### src/rtl/sync_chain.sv
// Multi-bit flip-flop synchroniser: STAGES registers per channel, no other logic.
// Generalises the classic two-stage synchroniser and is usable on its own.
module sync_chain #(
    parameter int WIDTH  = 1,
    parameter int STAGES = 2
) (
    input  logic             clk,
    input  logic             rst,
    input  logic [WIDTH-1:0] async_in,
    output logic [WIDTH-1:0] sync_out
);

    logic [WIDTH-1:0] stage_q [STAGES];
    logic [WIDTH-1:0] stage_d [STAGES];

    // Each stage takes the value of the one before it; stage 0 takes the raw pins.
    always_comb begin
        stage_d[0] = async_in;
        for (int k = 1; k < STAGES; k++) begin
            stage_d[k] = stage_q[k-1];
        end
    end

    // Chain registers, cleared together on reset.
    always_ff @(posedge clk) begin
        if (rst) begin
            for (int k = 0; k < STAGES; k++) begin
                stage_q[k] <= '0;
            end
        end else begin
            for (int k = 0; k < STAGES; k++) begin
                stage_q[k] <= stage_d[k];
            end
        end
    end

    assign sync_out = stage_q[STAGES-1];

endmodule

### src/rtl/io_conditioner.sv
// Multi-channel input conditioner: synchronise, then symmetrically debounce
// each channel on a shared sample pulse, producing level plus edge strobes.
module io_conditioner #(
    parameter int WIDTH          = 1,
    parameter int SYNC_STAGES    = 2,
    parameter int SAMPLE_CNT_MAX = 25000,
    parameter int PULSE_CNT_MAX  = 150
) (
    input  logic             clk,
    input  logic             rst,
    input  logic [WIDTH-1:0] async_in,
    output logic [WIDTH-1:0] level,
    output logic [WIDTH-1:0] rise,
    output logic [WIDTH-1:0] fall
);

    // A timer of MAX 1 still needs one bit even though it never leaves 0.
    localparam int SAMPLE_W = (SAMPLE_CNT_MAX > 1) ? $clog2(SAMPLE_CNT_MAX) : 1;
    localparam int PULSE_W  = $clog2(PULSE_CNT_MAX + 1);
    localparam logic [SAMPLE_W-1:0] SAMPLE_LAST = SAMPLE_W'(SAMPLE_CNT_MAX - 1);
    localparam logic [PULSE_W-1:0]  PULSE_LAST  = PULSE_W'(PULSE_CNT_MAX - 1);

    logic [WIDTH-1:0]    s;
    logic [SAMPLE_W-1:0] timer_q;
    logic [SAMPLE_W-1:0] timer_d;
    logic                sample;

    sync_chain #(
        .WIDTH  (WIDTH),
        .STAGES (SYNC_STAGES)
    ) u_sync (
        .clk      (clk),
        .rst      (rst),
        .async_in (async_in),
        .sync_out (s)
    );

    assign sample = (timer_q == SAMPLE_LAST);

    // Shared timebase: count up and wrap to 0 on the sample cycle.
    always_comb begin
        timer_d = timer_q + SAMPLE_W'(1);
        if (sample) begin
            timer_d = '0;
        end
    end

    // Sample timer register.
    always_ff @(posedge clk) begin
        if (rst) begin
            timer_q <= '0;
        end else begin
            timer_q <= timer_d;
        end
    end

    for (genvar ch = 0; ch < WIDTH; ch++) begin : g_chan
        logic [PULSE_W-1:0] cnt_q;
        logic [PULSE_W-1:0] cnt_d;
        logic               level_q;
        logic               level_d;
        logic               rise_q;
        logic               rise_d;
        logic               fall_q;
        logic               fall_d;

        // Count consecutive disagreeing samples; any agreeing sample clears
        // the count, and the last needed disagreement flips the level.
        always_comb begin
            cnt_d   = cnt_q;
            level_d = level_q;
            rise_d  = 1'b0;
            fall_d  = 1'b0;
            if (sample) begin
                if (s[ch] == level_q) begin
                    cnt_d = '0;
                end else if (cnt_q == PULSE_LAST) begin
                    level_d = s[ch];
                    cnt_d   = '0;
                    rise_d  = s[ch];
                    fall_d  = ~s[ch];
                end else begin
                    cnt_d = cnt_q + PULSE_W'(1);
                end
            end
        end

        // Per-channel debounce state and strobes, registered together so the
        // strobe lines up with the new level.
        always_ff @(posedge clk) begin
            if (rst) begin
                cnt_q   <= '0;
                level_q <= 1'b0;
                rise_q  <= 1'b0;
                fall_q  <= 1'b0;
            end else begin
                cnt_q   <= cnt_d;
                level_q <= level_d;
                rise_q  <= rise_d;
                fall_q  <= fall_d;
            end
        end

        assign level[ch] = level_q;
        assign rise[ch]  = rise_q;
        assign fall[ch]  = fall_q;
    end

endmodule
### config.mk
export PLATFORM = sky130hd
export DESIGN_NAME = io_conditioner
export DESIGN_NICKNAME = d
export VERILOG_FILES = /design/src/rtl/sync_chain.sv /design/src/rtl/io_conditioner.sv
export SDC_FILE = /design/constraint.sdc
export NUM_CORES = 1
export LEC_CHECK = 0
export BUFFER_PORTS_ARGS = -buffer_cell sky130_fd_sc_hd__buf_2
export CAP_MARGIN = 20
export CELL_PAD_IN_SITES_DETAIL_PLACEMENT = 2
export CELL_PAD_IN_SITES_GLOBAL_PLACEMENT = 2
export CORE_MARGIN = 1
export CORE_UTILIZATION = 33
export DETAILED_ROUTE_END_ITERATION = 7
export PLACE_DENSITY_LB_ADDON = 0.15
export SYNTH_ARGS = -nofsm -noshare
export SYNTH_HDL_FRONTEND = slang
export SYNTH_HIERARCHICAL = 1
export SYNTH_SLANG_ARGS = --single-unit
### constraint.sdc
create_clock -name clk -period 1.5 [get_ports clk]
set_clock_uncertainty 0.05 [all_clocks]
set_input_delay 0.075 -clock clk [delete_from_list [all_inputs] [get_ports clk]]
set_output_delay 0.075 -clock clk [all_outputs]
set_load 0.01 [all_outputs]
---- After elaboration in Yosys (flattened, before gate mapping) ----
Memory sizes are Yosys's and may differ from the RTL's.
Cells that the tools add are included.
storage, ports and cells
  output and inout bits ................... 3
  memories ................................ 1
  flip-flop bits (word level) ............. 26
  memory bits (writable) .................. 2
  bits of input ports ..................... 3
operators by class
  eq/ne operators ......................... 3
  reduce and logical (&&, ||, !) cells .... 3
  bitwise logic cells ..................... 6
  mux-type cells .......................... 7
  add/subtract/negate cells ............... 2
memory list
  memory          depth  bits a word  rd ports  clocked after memory_dff  wr ports  RTL line          RTL
  u_sync.stage_q  2      1            2         0                         2         sync_chain.sv:13  logic [WIDTH-1:0] stage_q [STAGES];
operators with widths
  kind                                            count
  2-to-1 mux 8 bit                                2
  adder 15 x 1 -> 15 bit (second input constant)  1
  == test 15 bit (second input constant)          1
  adder 8 x 1 -> 8 bit (second input constant)    1
  == test 8 bit (second input constant)           1
  2-to-1 mux 1 bit                                5
  inverter 1 bit                                  4
  OR reduction 4 bit                              1
  AND reduction 3 bit                             1
  OR 1 bit                                        2
  OR reduction 2 bit                              1
  == test 1 bit                                   1

---- Depth between registers and ports, before layout ----
Gate-level depths: netlist of run 1.
  word-level depth ........................ 3
  gate-level depth with buffers ........... 7

---- Cells and area by module ----
Netlist of run 1, hierarchy kept.
by module, submodules not included
  module          cells each  area an instance (sq um)  sequential area each (sq um)  times used
  io_conditioner  148         1291.2                    520.5                         1
  sync_chain      4           52.6                      40.0                          1

---- Worst setup path after synthesis of run 1 ----
No wires, ideal clock.
  path type ............................... flip-flop to flip-flop
  start ................................... register timer_q[12]
  end ..................................... register g_chan[0].cnt_q[3]
  buffers on the path ..................... 0
  path slack .............................. -0.094 ns
  data arrival time ....................... 1.414 ns
  cell stages (with the launch flop) ...... 5
  cells stage by stage .................... dfxtp_1 or4b_4 nor4_4 a21boi_2 o32ai_1
on the way
  longest elaborated chain between the ends .. 1
ends and longest elaborated chain
  element                 RTL line              RTL
  start, declared         io_conditioner.sv:24  logic [SAMPLE_W-1:0] timer_q;
  start signal, assigned  io_conditioner.sv:53  timer_q <= timer_d;
  == test 15 bit          io_conditioner.sv:38  assign sample = (timer_q == SAMPLE_LAST);
  end signal, assigned    io_conditioner.sv:97  cnt_q <= cnt_d;
  end, declared           io_conditioner.sv:58  logic [PULSE_W-1:0] cnt_q;
Every way passes these cells.
A chain may end at the register's enable or synchronous reset.

---- Worst setup path after layout of run 1 ----
  start ................................... register timer_q[3]
  end ..................................... register g_chan[0].cnt_q[1]
The elaborated chain is that of the path after synthesis.

==> summary.txt, run 1 <==
Pwr
  • Switching Share: between 20% and 30%
  • Worst VDD drop: approximately 330 uV
  • Cell area power density: 690 nW/um^2
  • Clock power frac: 37.9%
  • Sequential power share: between 50% and 60%
  • Pint: between 0.001 and 0.0015 W
  • Leak pwr: approximately 0.70 nW
  • Combinational share of power: 4.9%
  • Sw power: 0.000307 W

Placed design
  • Port bufs: 5
  • Inst Count DP: around 230
  • Setup WS pre-CTS: -0.204 ns
  • Placer Congestion: approximately 0.75
  • HPWL after detailed placement: 3250 um

Route
  • Via-to-Cell Ratio: between 5 and 6
  • Routed wire length per instance: 20.9 um
  • DRC: 0
  • Via count of the routed design: about 1,300
  • DRT Pass-1 Iters: 4
  • Initial drt markers: 71
  • Antenna-violating nets left: 0
  • Post-Route WL: between 5000 and 6000 um

Synthesis
  • Synthesis-stage register bit count: 28
  • Syn Std Cell Area: 1340 sq um
  • Ys flop type: dfxtp_1
  • Seq/Total Area, Yosys: a little over two fifths
  • Syn nets: 158
  • Post-Syn Instances: about 150
  • Netlist cell types: 35
  • Post-synth EDFFs: 0
  • Avg Cell Area, Syn: about 9 sq um
  • Post-synth ARST share: 0%
  • Synth Warn #: 6

Final layout
  • Diode count: 0
  • P&R area growth vs syn: 42.9%
  • Most frequent cells in the layout: buf_4, dfxtp_1, nor2_1
  • Share of cells above drive strength 1: between 40% and 50%
  • Nets@finish: 203
  • Non-filler instance count after layout: 244
  • Leading cell type in the layout, fill and taps excluded: buf_4

STA
  • Setup slack after layout: -0.273 ns
  • Final period util: 118%
  • Final Max Slew Viols: 0
  • Final-report hold violation count: 0
  • RSZ-0062 raised after global routing: true
  • Worst rel slew slack: between 70% and 80%
  • Peak Freq: between 500 and 600 MHz
  • Minimum clock period: around 1.8 ns
  • Least-Margin Pin Slew: about 0.38 ns
  • Final setup fails: 15

CTS
  • H-tree depth: 1
  • CTS clk-pin slew, worst paths: 0.11 ns
  • Clock Tree Root: clkbuf_8
  • Number of CTS-inserted buffers: 3
  • Maximum buffer depth of the clock tree: 2
  • Clock sink total: 28
  • Clock Latency Late Sink: slightly below 0.3 ns
  • TritonCTS clock tree: built

GRT
  • First-pass GRT wire length: a little over 7000 um
  • Total track usage: 23.0%
  • Initial antenna violation count: 0
  • Grt ovf: 0
  • Largest net degree at the start of global routing: 18
  • Vias in the first global route: between 1,000 and 1,500

Flow run
  • Max-Cap Viols: 0

Die
  • Die H: between 60 and 70 um
  • Chip width: around 66 um
  • Die ar.: 4330 sq um
  • Num rows: 22
  • # IOs: 6
  • CORE AREA: between 3000 and 4000 sq um
  • Initial Util: 35.6%

Setup path
  • Worst-path cell chain: or4b_4 -> nor4_4 -> buf_4 -> nand2_2 -> o32ai_1
  • Crit path capture type: register
  • Setup CP Type: register to register
  • Slowest-stage cell, CP: or4b_4
  • Worst-path fanout max: 4
  • CP startpoint kind: register
  • Critical Path Max Stage Delay: 0.55 ns
  • CP Data Required Time: between 1.5 and 2 ns
  • Critical path arrival: 1.92 ns

Outcome
  • Failing checks: setup timing
  • Outcome: finished with violations

Min path
  • Hold Crit Class: input port to register
## layout make-up
cell class | instances | area (sq um)
Timing Repair Buffer | 44 | 355
Inverter | 7 | 26.3
Sequential cell | 28 | 573
Multi-Input combinational cell | 113 | 851
Fill cell | 416 | 1850
Tap cell | 48 | 60.1
Clock buffer | 4 | 55.1
## cells in the mapped netlist (2+ instances only)
| cell | number | area (sq um) |
|---|---|---|
| and4bb_2 | 3 | 37.5 |
| nand4_1 | 4 | 25.0 |
| nand2_1 | 11 | 41.3 |
| a31oi_1 | 3 | 18.8 |
| nor4_1 | 3 | 18.8 |
| nor2_1 | 16 | 60.1 |
| nand3b_1 | 2 | 15.0 |
| clkbuf_1 | 2 | 7.51 |
| ha_1 | 3 | 37.5 |
| buf_2 | 2 | 10.0 |
| nor2b_1 | 2 | 12.5 |
| o21ai_0 | 3 | 15.0 |
| o32ai_1 | 3 | 26.3 |
| nand3_1 | 12 | 60.1 |
| nor4b_1 | 2 | 17.5 |
| a21oi_1 | 5 | 25.0 |
| xnor2_1 | 11 | 96.3 |
| xor2_1 | 2 | 17.5 |
| o211ai_1 | 3 | 22.5 |
| a21boi_2 | 2 | 22.5 |
| nor3_1 | 7 | 35.0 |
| or2_2 | 2 | 12.5 |
| dfxtp_1 | 28 | 561 |
| inv_1 | 7 | 26.3 |
| or3_1 | 4 | 25.0 |
## logic make-up after synthesis
family                   count (synthesis)  share of synthesized area (%)
adder cells (fa/ha/maj)                  3                           2.79
XOR/XNOR                                13                           8.47
AND/OR/NAND/NOR                         77                           33.5
AO/OA/AOI/OAI                           20                           10.2
flip-flops                              28                           41.7
buffers and inverters                   11                           3.26
## power by group through the flow
| stage | Combinational [W] | Sequential [W] | Clock [W] |
|---|---|---|---|
| 2_1_floorplan | 0.0000288 | 0.000775 | 0 |
| 3_3_place_gp | 0.0000522 | 0.000775 | 0 |
| 3_5_place_dp | 0.0000550 | 0.000775 | 0 |
| 4_1_cts | 0.0000620 | 0.000758 | 0.000501 |
| 5_1_grt | 0.0000706 | 0.000759 | 0.000539 |
| 6_report | 0.0000647 | 0.000759 | 0.000502 |
## critical path: cells and delay by family, from the launching register on
| kind | cells | cell delay [ns] |
|---|---|---|
| AOI/OAI and AO/OA | 1 | 0.14 |
| buffers and inverters | 1 | 0.17 |
| DFF | 1 | 0.34 |
| and+or+nand+nor | 3 | 0.98 |
## repair_timing
action | CTS | global route
hold buffers | 1 | 0
gates cloned | 1 | 0
pin swaps | 6 | 10
gates resized for setup | 18 | 24
endpoints found under the hold margin | 1 | 0
setup endpoints to repair | 17 | 26
setup buffers | 3 | 3
## per-layer routing
metal / vias to the layer above / global-route usage [%] / wire (um) / share of wire [%]
met4: 0 / 10.9 / 146 / 2.9
met3: 13 / 3.28 / 89 / 1.7
met1: 669 / 23.2 / 2050 / 40
met2: 20 / 45.2 / 2810 / 55
li1: 636 / - / - / -
met5: - / 0 / 0 / 0
## flip-flops by register name, summed over array words and instances, names as in the netlist
signal and count:
timer_q 15, u_sync/stage_q 2, fall 1, rise 1
level 1, g_chan.cnt_q 8
## final timing paths
path,end,start,slack [ns],depth (start not counted)
setup / recovery,g_chan[0].cnt_q[1],timer_q[3],-0.27,5
hold / removal,u_sync/stage_q[0][1],rst,0.11,2
setup reg to reg,g_chan[0].cnt_q[1],timer_q[3],-0.27,5
hold reg to reg,u_sync/stage_q[0][1],u_sync/stage_q[0][0],0.41,1
## metrics by stage
| step | instance area (sq um) | utilization [%] | setup TNS, ns | hold WS (ns) | total power, W |
|---|---|---|---|---|---|
| 2_1_floorplan | 1360 | - | -0.165 | 0.0966 | 0.000804 |
| 3_3_place_gp | 1660 | 44.1 | -0.303 | 0.234 | 0.000827 |
| 3_5_place_dp | 1660 | 44.1 | -1.11 | 0.252 | 0.000830 |
| 4_1_cts | 1800 | 47.8 | -1.30 | 0.115 | 0.00132 |
| 5_1_grt | 1920 | 50.9 | -2.83 | 0.124 | 0.00137 |
| 6_report | 1920 | 50.9 | -1.33 | 0.112 | 0.00133 |
Note: power is estimated with default switching activity, not from simulation.
==> run 2: changes to the inputs <==
Settings changed: CORE_UTILIZATION 33 to 37.
Clock period 1.5 ns to 1.86 ns, I/O delays scaled along.
==> summary.txt, run 2 (same netlist as run 1, synthesis figures left out) <==
STA
  • RSZ-0062 raised after global routing: false (was true)
  • Worst hold slack: 0.0607 ns (was 0.112 ns)
  • Setup slack after layout: 0.113 ns (was -0.273 ns)
  • Final Max Slew Viols: 0 (unchanged)
  • Final period util: 93.9% (was 118%)
  • Setup TNS: 0 ns (was -1.33 ns)
  • Minimum clock period: 1.75 ns (was 1.77 ns)
  • Final-report hold violation count: 0 (unchanged)
  • Final setup fails: 0 (was 15)
  • Least-Margin Pin Slew: 0.351 ns (was 0.383 ns)
  • Worst rel slew slack: 76.4% (was 74.3%)
  • Peak Freq: 572 MHz (was 564 MHz)

Final layout
  • Share of cells above drive strength 1: 15.2% (was 44.4%)
  • Design area: 1530 sq um (was 1920 sq um)
  • Diode count: 0 (unchanged)
  • Largest register FFs: 15 (unchanged)
  • Leading cell type in the layout, fill and taps excluded: dfxtp_1 (was buf_4)
  • Final core occ: 44.9% (was 50.9%)
  • Most frequent cells in the layout: dfxtp_1, nor2_1, nand3_1, nand2_1, xnor2_1 (was buf_4, dfxtp_1, nor2_1)
  • Fillers: 404 (was 416)
  • P&R area growth vs syn: 14.2% (was 42.9%)
  • Top Registers: timer_q x15, g_chan.cnt_q x8, u_sync/stage_q x2 (unchanged)
  • Reg with most FFs: timer_q (unchanged)
  • Nets@finish: 171 (was 203)

Pwr
  • Worst VDD drop: 636 uV (was 327 uV)
  • Sequential power share: 58.0% (was 57.2%)
  • Pint: 0.000843 W (was 0.00102 W)
  • Clock power frac: 38.3% (was 37.9%)
  • Leak pwr: 0.491 nW (was 0.697 nW)
  • Sw power: 0.000214 W (was 0.000307 W)
  • Cell area power density: 689 nW/um^2 (was 690 nW/um^2)
  • Combinational share of power: 3.7% (was 4.9%)
  • Switching Share: 20.2% (was 23.1%)

Die
  • CORE AREA: 3420 sq um (was 3770 sq um)
  • Chip width: 62.3 um (was 65.8 um)
  • # IOs: 6 (unchanged)
  • Initial Util: 39.3% (was 35.6%)
  • Die ar.: 3880 sq um (was 4330 sq um)
  • Num rows: 21 (was 22)
  • Die H: 62.3 um (was 65.8 um)

Setup path
  • Reg-to-reg slack, setup: 0.11 ns (was -0.27 ns)
  • Worst-path fanout max: 5 (was 4)
  • CP startpoint kind: register (unchanged)
  • CP Data Required Time: 2.06 ns (was 1.65 ns)
  • Reg2reg end: g_chan[0].cnt_q[3] (was g_chan[0].cnt_q[1])
  • Setup CP Type: register to register (unchanged)
  • Crit path capture type: register (unchanged)
  • Setup crit start: timer_q[12] (was timer_q[3])
  • Reg2reg start: timer_q[12] (was timer_q[3])
  • Reg2Reg Depth: 4 (was 5)
  • Worst-path cell chain: or4b_4 -> nor4_4 -> a21boi_2 -> o32ai_1 (was or4b_4 -> nor4_4 -> buf_4 -> nand2_2 -> o32ai_1)
  • Critical path arrival: 1.94 ns (was 1.92 ns)
  • Slowest-stage cell, CP: or4b_4 (unchanged)
  • Critical Path Max Stage Delay: 0.57 ns (was 0.55 ns)

Route
  • Via-to-Cell Ratio: 5.52 (was 5.48)
  • Met2 WL: 1860 um (was 2810 um)
  • DRC: 0 (unchanged)
  • DRT Pass-1 Iters: 4 (unchanged)
  • Antenna-violating nets left: 0 (unchanged)
  • Initial drt markers: 28 (was 71)
  • Wl on met1: 1480 um (was 2050 um)
  • Via count of the routed design: 1,160 (was 1,338)
  • Routed wire length per instance: 16.4 um (was 20.9 um)
  • Top layer reached by signal wires: met4 (unchanged)
  • Post-Route WL: 3440 um (was 5100 um)
  • Detailed-routed wire length on met3: 74 um (was 89 um)

CTS
  • Number of CTS-inserted buffers: 3 (unchanged)
  • Clock Latency Late Sink: 0.34 ns (was 0.29 ns)
  • Clock sink total: 28 (unchanged)
  • TritonCTS clock tree: built (unchanged)
  • CTS clk-pin slew, worst paths: 0.17 ns (was 0.11 ns)
  • Clock Tree Root: clkbuf_4 (was clkbuf_8)
  • Maximum buffer depth of the clock tree: 2 (unchanged)
  • H-tree depth: 1 (unchanged)

GRT
  • Vias in the first global route: 1,266 (was 1,492)
  • Largest net degree at the start of global routing: 18 (unchanged)
  • Initial antenna violation count: 0 (unchanged)
  • Total track usage: 19.3% (was 23.0%)
  • Grt ovf: 0 (unchanged)
  • First-pass GRT wire length: 5970 um (was 7180 um)

Min path
  • Min-delay src: rst (unchanged)
  • Worst hold stages: 2 (unchanged)
  • Hold EP: u_sync/stage_q[0][1] (unchanged)
  • Hold Crit Class: input port to register (unchanged)

Placed design
  • Placement Cell Area: 1460 sq um (was 1660 sq um)
  • Port bufs: 5 (unchanged)
  • HPWL after detailed placement: 2470 um (was 3250 um)
  • Setup WS pre-CTS: 0.134 ns (was -0.204 ns)
  • Placer Congestion: 0.851 (was 0.753)

Outcome
  • Outcome: completed (was finished with violations)

Flow run
  • Max-Cap Viols: 0 (unchanged)
[run 2: changes by cell type in the layout (fill, tap and decap cells not counted), moves of 3 or more]
cell      change
clkbuf_8      -4
dfxtp_1      +10
clkbuf_4      +3
buf_6         -6
o21ai_0       +3
dfxtp_2      -10
buf_4        -26
[run 2: power groups by stage]
stage / Clock (W) / Combinational [W] / Sequential [W]
2_1_floorplan: 0 / 0.0000220 / 0.000625
3_3_place_gp: 0 / 0.0000364 / 0.000626
3_5_place_dp: 0 / 0.0000372 / 0.000627
4_1_cts: 0.000425 / 0.0000391 / 0.000614
5_1_grt: 0.000442 / 0.0000444 / 0.000615
6_report: 0.000405 / 0.0000390 / 0.000613
[run 2: worst max-delay path: cells and delay by family (launching register included)]
| family | cells | cell delay [ns] |
|---|---|---|
| DFF | 1 | 0.39 |
| and+or+nand+nor | 2 | 0.92 |
| AOI/OAI and AO/OA | 2 | 0.32 |
[run 2: per-stage QoR]
| step | cells | total power (W) |
|---|---|---|
| 3_5_place_dp | 204 | 0.000664 |
| 4_1_cts | 209 | 0.00108 |
| 3_3_place_gp | 204 | 0.000662 |
| 2_1_floorplan | 152 | 0.000647 |
| 6_report | 210 | 0.00106 |
| 5_1_grt | 210 | 0.00110 |
[run 2: how the worst max path moves through the flow]
stage	slack [ns]	endpoint	cells after the start
floorplan	0.27	g_chan[0].cnt_q[3]	4
global placement	0.22	g_chan[0].cnt_q[4]	4
detailed placement	0.13	rise	5
CTS	0.08	g_chan[0].cnt_q[3]	5
global route	0.02	g_chan[0].cnt_q[3]	4
finish	0.11	g_chan[0].cnt_q[3]	4
[run 2: routing by layer]
layer,GRT usage [%],vias to the layer above
met5,0,-
met4,3.49,0
met3,4.23,2
met2,37.4,10
met1,21.4,577
li1,-,571
[run 2: layout make-up]
class                      count  area, sq um  area share (%)
clock buffer                   3         22.5            1.47
clock inverter                 1         30.0            1.96
inverter                       7         26.3            1.71
multi-input combinational    113          744            48.5
sequential                    28          561            36.5
tap                           46         57.6            3.75
timing repair buffer          12         92.6            6.04
[run 2: what timing repair did]
| item | CTS | global route |
|---|---|---|
| setup buffers | 0 | 1 |
| resized for setup | 0 | 1 |
| hold buffers | 1 | 0 |
| setup endpoints to repair | 0 | 4 |
| endpoints found under the hold margin | 1 | 0 |
==> run 3: changes to the inputs <==
Settings changed: REMOVE_ABC_BUFFERS from default to 1.
==> summary.txt, run 3 (same netlist as run 1, synthesis figures left out) <==
Outcome
  • Outcome: completed (unchanged)

Final layout
  • Largest register FFs: 15 (unchanged)
  • Design area: 1550 sq um (was 1530 sq um)
  • Nets@finish: 171 (unchanged)
  • Leading cell type in the layout, fill and taps excluded: dfxtp_1 (unchanged)
  • Final core occ: 45.2% (was 44.9%)
  • Top Registers: timer_q x15, g_chan.cnt_q x8, u_sync/stage_q x2 (unchanged)
  • Diode count: 0 (unchanged)
  • Share of cells above drive strength 1: 17.1% (was 15.2%)
  • P&R area growth vs syn: 15.0% (was 14.2%)
  • Most frequent cells in the layout: dfxtp_1, nor2_1, nand3_1, nand2_1, xnor2_1 (unchanged)
  • Reg with most FFs: timer_q (unchanged)

STA
  • Minimum clock period: 1.81 ns (was 1.75 ns)
  • Worst rel slew slack: 69.8% (was 76.4%)
  • Worst hold slack: 0.0480 ns (was 0.0607 ns)
  • Least-Margin Pin Slew: 0.450 ns (was 0.351 ns)
  • Peak Freq: 552 MHz (was 572 MHz)
  • Final-report hold violation count: 0 (unchanged)
  • Setup TNS: 0 ns (unchanged)
  • Final setup fails: 0 (unchanged)
  • Final period util: 97.4% (was 93.9%)
  • RSZ-0062 raised after global routing: false (unchanged)
  • Final Max Slew Viols: 0 (unchanged)
  • Setup slack after layout: 0.0488 ns (was 0.113 ns)

Route
  • Routed wire length per instance: 17.3 um (was 16.4 um)
  • Antenna-violating nets left: 0 (unchanged)
  • DRT Pass-1 Iters: 4 (unchanged)
  • Via count of the routed design: 1,171 (was 1,160)
  • DRC: 0 (unchanged)
  • Initial drt markers: 34 (was 28)
  • Via-to-Cell Ratio: 5.58 (was 5.52)
  • Post-Route WL: 3640 um (was 3440 um)

Pwr
  • Sw power: 0.000235 W (was 0.000214 W)
  • Switching Share: 21.8% (was 20.2%)
  • Leak pwr: 0.486 nW (was 0.491 nW)
  • Worst VDD drop: 271 uV (was 636 uV)
  • Sequential power share: 56.9% (was 58.0%)
  • Clock power frac: 39.3% (was 38.3%)
  • Pint: 0.000843 W (about the same)
  • Cell area power density: 698 nW/um^2 (was 689 nW/um^2)
  • Combinational share of power: 3.7% (about the same)

GRT
  • Grt ovf: 0 (unchanged)
  • Initial antenna violation count: 0 (unchanged)
  • Vias in the first global route: 1,291 (was 1,266)
  • First-pass GRT wire length: 5990 um (was 5970 um)
  • Total track usage: 19.9% (was 19.3%)
  • Largest net degree at the start of global routing: 18 (unchanged)

Setup path
  • Slowest-stage cell, CP: dfxtp_1 (was or4b_4)
  • Critical path arrival: 2.07 ns (was 1.94 ns)
  • Critical Path Max Stage Delay: 0.40 ns (was 0.57 ns)
  • CP Data Required Time: 2.12 ns (was 2.06 ns)
  • CP startpoint kind: register (unchanged)
  • Setup CP Type: register to register (unchanged)
  • Worst-path cell chain: inv_1 -> ha_1 -> and4bb_2 -> a21oi_4 -> clkdlybuf4s15_2 -> nand4b_1 -> a21oi_1 (was or4b_4 -> nor4_4 -> a21boi_2 -> o32ai_1)
  • Crit path capture type: register (unchanged)
  • Worst-path fanout max: 5 (unchanged)

CTS
  • TritonCTS clock tree: built (unchanged)
  • H-tree depth: 1 (unchanged)
  • Setup Buffers After CTS: 0 (unchanged)
  • Maximum buffer depth of the clock tree: 2 (unchanged)
  • Clock Latency Late Sink: 0.36 ns (was 0.34 ns)
  • Clock sink total: 28 (unchanged)
  • Clock Tree Root: clkbuf_4 (unchanged)
  • Number of CTS-inserted buffers: 3 (unchanged)
  • CTS clk-pin slew, worst paths: 0.17 ns (about the same)

Placed design
  • Placer Congestion: 0.860 (was 0.851)
  • HPWL after detailed placement: 2610 um (was 2470 um)
  • Port bufs: 5 (unchanged)
  • Setup WS pre-CTS: -0.0550 ns (was 0.134 ns)
  • Placement Cell Area: 1450 sq um (was 1460 sq um)

Die
  • Die ar.: 3880 sq um (unchanged)
  • Chip width: 62.3 um (unchanged)
  • # IOs: 6 (unchanged)
  • CORE AREA: 3420 sq um (unchanged)
  • Initial Util: 39.3% (unchanged)
  • Die H: 62.3 um (unchanged)
  • Num rows: 21 (unchanged)

Flow run
  • Max-Cap Viols: 0 (unchanged)

Min path
  • Hold Crit Class: input port to register (unchanged)
run 3: metrics by stage:
| step | total power (W) | instances |
|---|---|---|
| after floorplan | 0.000643 | 148 |
| after global placement | 0.000659 | 204 |
| after detailed placement | 0.000662 | 204 |
| after CTS | 0.00108 | 209 |
| after global routing | 0.00111 | 210 |
| final | 0.00108 | 210 |
run 3: area by class of cell:
type / instances / area (sq um)
clock buffer: 3 / 22.5
sequential: 28 / 561
tap: 46 / 57.6
timing repair buffer: 12 / 83.8
multi-input combinational: 113 / 764
clock inverter: 1 / 30.0
inverter: 7 / 26.3
fill: 392 / 1870
run 3: per-layer routing:
metal	vias to the layer above	track usage (%)	routed length, um
li1	569	-	-
met1	578	20.6	1530
met2	15	38.6	1950
met3	9	2.57	71
met4	0	9.88	90
met5	-	0	0
run 3: timing repair:
action,in CTS,in global routing
cloned,0,1
hold buffers,1,0
endpoints found under the hold margin,1,0
resized for setup,1,5
setup endpoints to repair,1,4
run 3: worst paths after layout:
check | from | to | slack [ns] | depth (start not counted)
hold reg to reg | timer_q[0] | timer_q[0] | 0.41 | 1
setup reg to reg | g_chan[0].cnt_q[1] | g_chan[0].cnt_q[2] | 0.05 | 7
hold / removal | rst | u_sync/stage_q[0][1] | 0.05 | 2
setup / recovery | g_chan[0].cnt_q[1] | g_chan[0].cnt_q[2] | 0.05 | 7
run 3: critical path, delay by kind of cell (launching register included):
family	cells	cell delay [ns]
flops	1	0.40
compound gates	2	0.34
buf+inv	2	0.35
fa+ha+maj	1	0.19
simple gates	2	0.43
run 3: power by group through the flow:
| stage | sequential (W) | clock, W | combinational, W |
|---|---|---|---|
| finish | 0.000614 | 0.000424 | 0.0000402 |
| global route | 0.000616 | 0.000452 | 0.0000453 |
| CTS | 0.000614 | 0.000429 | 0.0000375 |
| detailed placement | 0.000627 | 0 | 0.0000356 |
| global placement | 0.000626 | 0 | 0.0000334 |
| floorplan | 0.000625 | 0 | 0.0000178 |
